## src/rtl/comar_mask_prng.sv

```systemverilog
// comar_mask_prng: seeded 64-bit LFSR delivering RAND_WIDTH fresh mask bits per enabled cycle.
// Optional post-seed warm-up (128 discarded advances) is enabled by defining COMAR_PRNG_WARMUP_EN.
module comar_mask_prng #(
  parameter int RAND_WIDTH = 6
) (
  input  logic                  clk,
  input  logic                  rst_n,
  input  logic [31:0]           seed,
  input  logic                  seed_valid,
  output logic                  seed_ready,
  input  logic                  en,
  output logic [RAND_WIDTH-1:0] r,
  output logic                  r_valid
);

`ifdef COMAR_PRNG_WARMUP_EN
  typedef enum logic [1:0] {IDLE, LOAD_HI, WARMUP, RUN} state_t;
`else
  typedef enum logic [1:0] {IDLE, LOAD_HI, RUN} state_t;
`endif

  state_t                  r_state;
  logic [63:0]             r_s;
  logic [RAND_WIDTH-1:0]   r_out;
  logic                    r_vld;
  logic                    r_rdy;

  state_t                  w_state_nxt;
  logic [63:0]             w_s_nxt;
  logic [63:0]             w_s_adv;
  logic [63:0]             w_seed_full;
  logic                    w_seed_acc;

`ifdef COMAR_PRNG_WARMUP_EN
  logic [6:0]              r_cnt;
  logic [6:0]              w_cnt_nxt;
`endif

  // RAND_WIDTH unrolled Fibonacci steps, taps 64/63/61/60.
  function automatic logic [63:0] lfsr_advance(input logic [63:0] s_in);
    logic [63:0] s_t;
    s_t = s_in;
    for (int i = 0; i < RAND_WIDTH; i++)
      s_t = {s_t[62:0], s_t[63] ^ s_t[62] ^ s_t[60] ^ s_t[59]};
    return s_t;
  endfunction

  assign w_seed_acc  = seed_valid & r_rdy;
  assign w_s_adv     = lfsr_advance(r_s);
  assign w_seed_full = {seed, r_s[31:0]};

  always_comb begin
    w_state_nxt = r_state;
    w_s_nxt     = r_s;
`ifdef COMAR_PRNG_WARMUP_EN
    w_cnt_nxt   = r_cnt;
`endif
    case (r_state)
      IDLE: begin
        if (w_seed_acc) begin
          w_s_nxt     = {r_s[63:32], seed};
          w_state_nxt = LOAD_HI;
        end
      end
      LOAD_HI: begin
        if (w_seed_acc) begin
          // An all-zero state would lock the LFSR up forever.
          w_s_nxt = (w_seed_full == 64'h0) ? 64'h1 : w_seed_full;
`ifdef COMAR_PRNG_WARMUP_EN
          w_state_nxt = WARMUP;
          w_cnt_nxt   = 7'd0;
`else
          w_state_nxt = RUN;
`endif
        end
      end
`ifdef COMAR_PRNG_WARMUP_EN
      WARMUP: begin
        w_s_nxt   = w_s_adv;
        w_cnt_nxt = r_cnt + 7'd1;
        if (r_cnt == 7'd127) w_state_nxt = RUN;
      end
`endif
      RUN: begin
        // A reseed word takes priority over en; the high half is kept until replaced.
        if (w_seed_acc) begin
          w_s_nxt     = {r_s[63:32], seed};
          w_state_nxt = LOAD_HI;
        end else if (en) begin
          w_s_nxt = w_s_adv;
        end
      end
      default: w_state_nxt = IDLE;
    endcase
  end

  always_ff @(posedge clk or negedge rst_n) begin
    if (!rst_n) begin
      r_state <= IDLE;
      r_s     <= 64'h0;
      r_out   <= '0;
      r_vld   <= 1'b0;
      r_rdy   <= 1'b1;
`ifdef COMAR_PRNG_WARMUP_EN
      r_cnt   <= 7'd0;
`endif
    end else begin
      r_state <= w_state_nxt;
      r_s     <= w_s_nxt;
      r_out   <= (w_state_nxt == RUN) ? w_s_nxt[RAND_WIDTH-1:0] : '0;
      r_vld   <= (w_state_nxt == RUN);
`ifdef COMAR_PRNG_WARMUP_EN
      r_rdy   <= (w_state_nxt != WARMUP);
      r_cnt   <= w_cnt_nxt;
`else
      r_rdy   <= 1'b1;
`endif
    end
  end

  assign r          = r_out;
  assign r_valid    = r_vld;
  assign seed_ready = r_rdy;

endmodule

```

## config.mk

```make
export PLATFORM = sky130hd
export DESIGN_NAME = comar_mask_prng
export DESIGN_NICKNAME = d
export VERILOG_FILES = /design/src/rtl/comar_mask_prng.sv
export SDC_FILE = /design/constraint.sdc
export NUM_CORES = 1
export LEC_CHECK = 0
export BUFFER_PORTS_ARGS = -buffer_cell sky130_fd_sc_hd__buf_2
export CAP_MARGIN = 10
export CORE_UTILIZATION = 51
export CTS_CLUSTER_SIZE = 10
export DETAILED_ROUTE_END_ITERATION = 10
export GPL_TIMING_DRIVEN = 0
export PLACE_DENSITY = 0.74
export SLEW_MARGIN = 40
export SYNTH_ARGS = -nofsm -noshare
export SYNTH_HDL_FRONTEND = slang
export SYNTH_SLANG_ARGS = --single-unit
```

## constraint.sdc

```tcl
create_clock -name clk -period 1.8 [get_ports clk]
set_input_delay 0.09 -clock clk [delete_from_list [all_inputs] [get_ports clk]]
set_output_delay 0.09 -clock clk [all_outputs]
set_load 0.03 [all_outputs]
```

**Word-level counts from Yosys, hierarchy flattened**

Index checks and enable logic that the tools add are counted.

- Register bits after elaboration: 73
- Input bits: 36
- Output and inout port bits: 8
- Word-level logic and storage cells: 51

- Eq/ne operators: 9
- Muxes and demuxes: 10
- Bitwise operators: 19
- Reductions and logical operators: 7

Operators with widths:

| cell | count |
|---|---|
| 64-bit two-way mux | 4 |
| 64-bit one-hot mux with 3 select lines | 1 |
| 64-bit logical NOT | 1 |
| 32-bit two-way mux | 1 |
| 1-bit XOR | 18 |
| 2-bit != test (second input constant) | 5 |
| 5-bit AND reduction | 2 |
| 6-bit two-way mux | 1 |
| 2-bit == test (second input constant) | 2 |
| 2-bit two-way mux | 2 |
| 2-bit one-hot mux with 2 select lines | 1 |
| 3-bit != test (second input constant) | 1 |
| 3-bit nonzero test | 1 |
| 2-bit by 1-bit == test with 1-bit output (second input constant) | 1 |
| 2-bit logical NOT | 1 |
| 2-bit nonzero test | 1 |
| 2-bit OR reduction | 1 |
| 1-bit inverter | 1 |

**Depth between registers and ports, before layout**

- Depth after elaboration: 7
- Gate-level depth with buffers: 8
- Mapped depth without buffers: 7

**Worst setup path after synthesis**

Ideal clock, no wire load.

- Path kind: register -> register
- From: register r_state[0]
- To: register r_s[10]
- Library setup time: 0.125 ns
- Arrival: 1.843 ns
- Data required time: 1.675 ns
- Path slack: -0.168 ns
- Stages on the path, launching flop included: 9
- Path buffers: 1
- Clock period less this slack: 1.968 ns
- Cell sequence: dfrtp_1 inv_1 ha_1 nor2b_1 nor3_1 o21ai_0 o21bai_4 buf_6 mux2_4

- Longest elaborated chain between the ends: 3
- Elaborated cells between the ends (all ways): 10
- Classes of those cells: eq/ne: 6; mux: 1; reduce/logical: 3

RTL lines:

| item | RTL line | text |
|---|---|---|
| start, declared | 22 | `state_t r_state;` |
| start signal, assigned | 108 | `r_state <= w_state_nxt;` |
| 2-bit == test (tied with other cells) | 58 | `case (r_state)` |
| 3-bit != test (no source line) (tied with other cells) | - |  |
| 5-bit AND reduction (no source line) | - |  |
| end signal, assigned | 109 | `r_s <= w_s_nxt;` |
| end, declared | 23 | `logic [63:0] r_s;` |

Parallel ways exist; a longest one is shown, timed or not.
A chain may end at the register's enable or synchronous reset.

**Final worst setup path**

- From: register r_s[28]
- To: register r_s[13]

- Longest elaborated chain between the ends: 3

RTL lines:

| item | RTL line | text |
|---|---|---|
| 64-bit logical NOT | 68 | `w_s_nxt = (w_seed_full == 64'h0) ? 64'h1 : w_seed_full;` |
| 2-bit != test (no source line) | - |  |
| 5-bit AND reduction (no source line) | - |  |

No other way between the ends.

==> flow_metrics.py <==
metrics = {
    "outcome": {
        "outcome": "finished with violations",
        "violations": "negative hold slack, negative setup slack",
    },
    "timing": {
        "slew_violations": 0,
        "rsz0062_at_grt": "yes",
        "finalHoldViolations": 2,
        "clock_skew_ps": 8.13,
        "max_freq_mhz": 450,
        "finalSetupViolCount": 63,
        "period_minus_slack_ps": 2220,
        "hold_ws_ps": -5.06,
        "fin_crit_sh": 1.23,
        "worst_slack_ps": -421,
    },
    "power_and_ir_drop": {
        "power_frac_comb": 0.503,
        "clock_power_share": 0.154,
        "seq_power_share": 0.343,
        "ir_worst_vdd_mv": 1.00,
        "p_leak_nw": 2.34,
        "p_per_area_nw_per_um2": 1880,
        "p_switching_mw": 3.68,
        "power.internal_mw": 5.54,
        "power_mw": 9.22,
        "swShare": 0.399,
    },
    "critical_path": {
        "worstReg2RegStart": "r_s[28]",
        "worstReg2RegEnd": "r_s[13]",
        "cp_data_required_time_ps": 2030,
        "slowest_delay_ps": 420,
        "crit_end": "r_s[13]",
        "crit_fanout": 10,
        "crit_path_top_delay_cell": "dfrtp_1",
        "start_kind": "register",
        "cp.arrival_ps": 2450,
        "crit_chain": "nor4_2 -> nand4_1 -> nor4_4 -> buf_4 -> o21bai_4 -> buf_8 -> mux2_4",
        "crit_type": "register to register",
        "reg2reg_depth": 7,
        "r2r_slack_ps": -420,
        "crit_start": "r_s[28]",
        "crit_path_end_kind": "register",
    },
    "cells_and_area": {
        "areaGrowthSynthToFinish_pct": 28.9,
        "layout-drive-gt1-share": 0.392,
        "nFillCells": 526,
        "nets": 475,
        "insertedDiodeCount": 0,
        "finalInstanceArea_um2": 4910,
    },
    "clock_tree": {
        "tritoncts": "yes",
        "h-tree-depth": 3,
        "path_clk_slew_ps": 80,
        "worst_skew_pair.late_latency_ps": 350,
        "cts-root-buf": "clkbuf_8",
        "cts.sinks": 73,
        "clockBufferDepth": 2,
        "cts_buffers": 9,
    },
    "logic_synthesis": {
        "synth_edf_count": 0,
        "syn_area_um2": 3810,
        "synth-main-ff-cell": "dfrtp_1",
        "avgSynthCellArea_um2": 10.8,
        "synth_cells": 353,
        "yosys.area.top_type_share": 0.480,
        "yosysSeqAreaShare": 0.480,
        "synth_most_common_cell": "dfrtp_1",
        "ys_types": 47,
        "async_reset_ff_frac": 1.00,
        "synthTopCellsByArea": "dfrtp_1 (48%), mux2_4 (7.9%), a22oi_1 (6.3%)",
        "synth_top_cells_by_count": "dfrtp_1 (73), inv_1 (38), o21ai_0 (33), a22oi_1 (32), a22o_1 (26)",
        "ys_ff_latch": 73,
        "synthesis.nets": 393,
        "yosysWarnings": 0,
        "yosys.area.top_type": "dfrtp_1",
    },
    "routing": {
        "viasPerCell": 6.41,
        "vias": 3448,
        "firstDrtPassIters": 5,
        "drt-initial-drc-count": 376,
        "finalWirelength_um": 11600,
        "ant_nets": 0,
        "routedWlPerCell_um": 21.6,
        "route.detailed.drc": 0,
    },
    "grt": {
        "grt_usage": 0.296,
        "grt.busiest_layer": "met2",
        "grt_pass1_wl_um": 16900,
        "grt_use_met3": 0.0448,
        "grt_max_degree": 41,
        "antenna_found_initial": 0,
        "met2_usage": 0.448,
        "overflow": 0,
        "grt_pass1_vias": 3101,
        "gr-usage-met1": 0.422,
    },
    "die": {
        "die_height_um": 88.4,
        "die-area_um2": 7820,
        "rows": 31,
        "initial_core_util": 0.525,
        "io_pins": 44,
        "die_x_um": 88.4,
        "design.core.area_um2": 7250,
    },
    "placement": {
        "dpl.hpwl_um": 7540,
        "portBuffers": 42,
        "dp_slack_ps": -482,
        "place.gp.congestion": 0.846,
        "place_area_um2": 4180,
    },
    "worst_hold_path": {
        "worstHoldPathType": "input port to register",
    },
    "flow_run": {
        "drv_cap": 0,
    },
}
-- power by group through the flow --
stage	Combinational, mW	Clock [mW]	Sequential, mW
6_report	4.64	1.42	3.16
5_1_grt	4.89	1.51	3.20
4_1_cts	4.10	1.43	3.07
2_1_floorplan	2.60	0	2.95
3_3_place_gp	3.39	0	3.05
3_5_place_dp	3.45	0	3.09
-- registers in the layout (all words and copies together) (netlist names) --
name	flops
r_state	2
r	6
r_s	64
r_valid	1
-- metrics by stage --
stage | setup TNS [ps] | std cells | utilization
after floorplan | -2520 | 353 | -
final | -20540 | 538 | 0.676
after global placement | -24580 | 494 | 0.573
after detailed placement | -25030 | 495 | 0.577
after CTS | -14200 | 531 | 0.651
after global routing | -24830 | 538 | 0.676
-- cells by family after synthesis --
logic type / after synthesis / synth area share
muxes: 26 / 0.0966
xor gates and xnor gates: 13 / 0.0299
adders and majority gates: 4 / 0.0131
buffers and inverters: 60 / 0.0661
other: 1 / 0.000985
and+or+nand+nor: 59 / 0.0897
AOI/OAI and AO/OA: 117 / 0.224
DFF: 73 / 0.480
-- worst min-delay path by stage --
| stage | from | to | slack (ps) | depth (start not counted) |
|---|---|---|---|---|
| 2_1_floorplan | rst_n | r[0] | -210 | 0 |
| 3_3_place_gp | seed[16] | r_s[48] | 380 | 3 |
| 3_5_place_dp | rst_n | r_s[54] | 0.3 | 1 |
| 4_1_cts | seed[15] | r_s[47] | 4 | 3 |
| 5_1_grt | seed[15] | r_s[47] | 9 | 3 |
| 6_report | seed[16] | r_s[48] | -5 | 3 |
-- critical path, delay by kind of cell (launching register included) --
family | cells | cell delay [ps]
flops | 1 | 420
buf+inv | 2 | 380
mux | 1 | 300
compound gates | 1 | 150
simple gates | 3 | 860
-- layout by cell type (no fill, tap or decap), types with 3 or more instances in the layout --
| cell type | n |
|---|---|
| dfrtp_1 | 66 |
| buf_2 | 45 |
| inv_1 | 35 |
| a22oi_1 | 32 |
| a22o_1 | 26 |
| mux2_4 | 21 |
| buf_4 | 21 |
| o21ai_1 | 20 |
| xnor2_1 | 12 |
| buf_6 | 10 |
| o21ai_0 | 10 |
| clkbuf_8 | 10 |
| nand2_1 | 9 |
| nor4_1 | 8 |
| nor4_2 | 7 |
| dfrtp_2 | 7 |
| nor2_1 | 6 |
| mux2_2 | 5 |
| inv_2 | 4 |
| buf_8 | 4 |
| and2_1 | 4 |
| nand4_1 | 4 |
| clkbuf_2 | 4 |
| nor3_1 | 3 |
| a32oi_2 | 3 |
| nor2b_1 | 3 |
| o21ai_2 | 3 |
| clkbuf_1 | 3 |
| ha_4 | 3 |
-- what timing repair did --
item | 4_1_cts | 5_1_grt
pin swaps | 10 | 12
hold buffers | 1 | 0
gates resized for setup | 66 | 33
setup buffers | 17 | 7
hold endpoints to repair | 73 | 0
endpoints found under the setup margin | 70 | 68
gates cloned | 3 | 0
-- routing by layer --
| metal | part of all wire | vias to the layer above |
|---|---|---|
| li1 | - | 1459 |
| met1 | 0.40 | 1710 |
| met2 | 0.48 | 229 |
| met3 | 0.088 | 50 |
| met4 | 0.040 | 0 |
| met5 | 0 | - |
-- cell type report --
class	count	area, µm²	area share
tap	99	124	0.0252
inverter	39	146	0.0298
timing repair buffer	71	484	0.0987
buffer	21	168	0.0342
multi-input combinational	220	1930	0.394
clock buffer	10	138	0.0281
clock inverter	5	80.1	0.0163
sequential	73	1840	0.374
No activity file was read; power rests on OpenSTA's default activity.
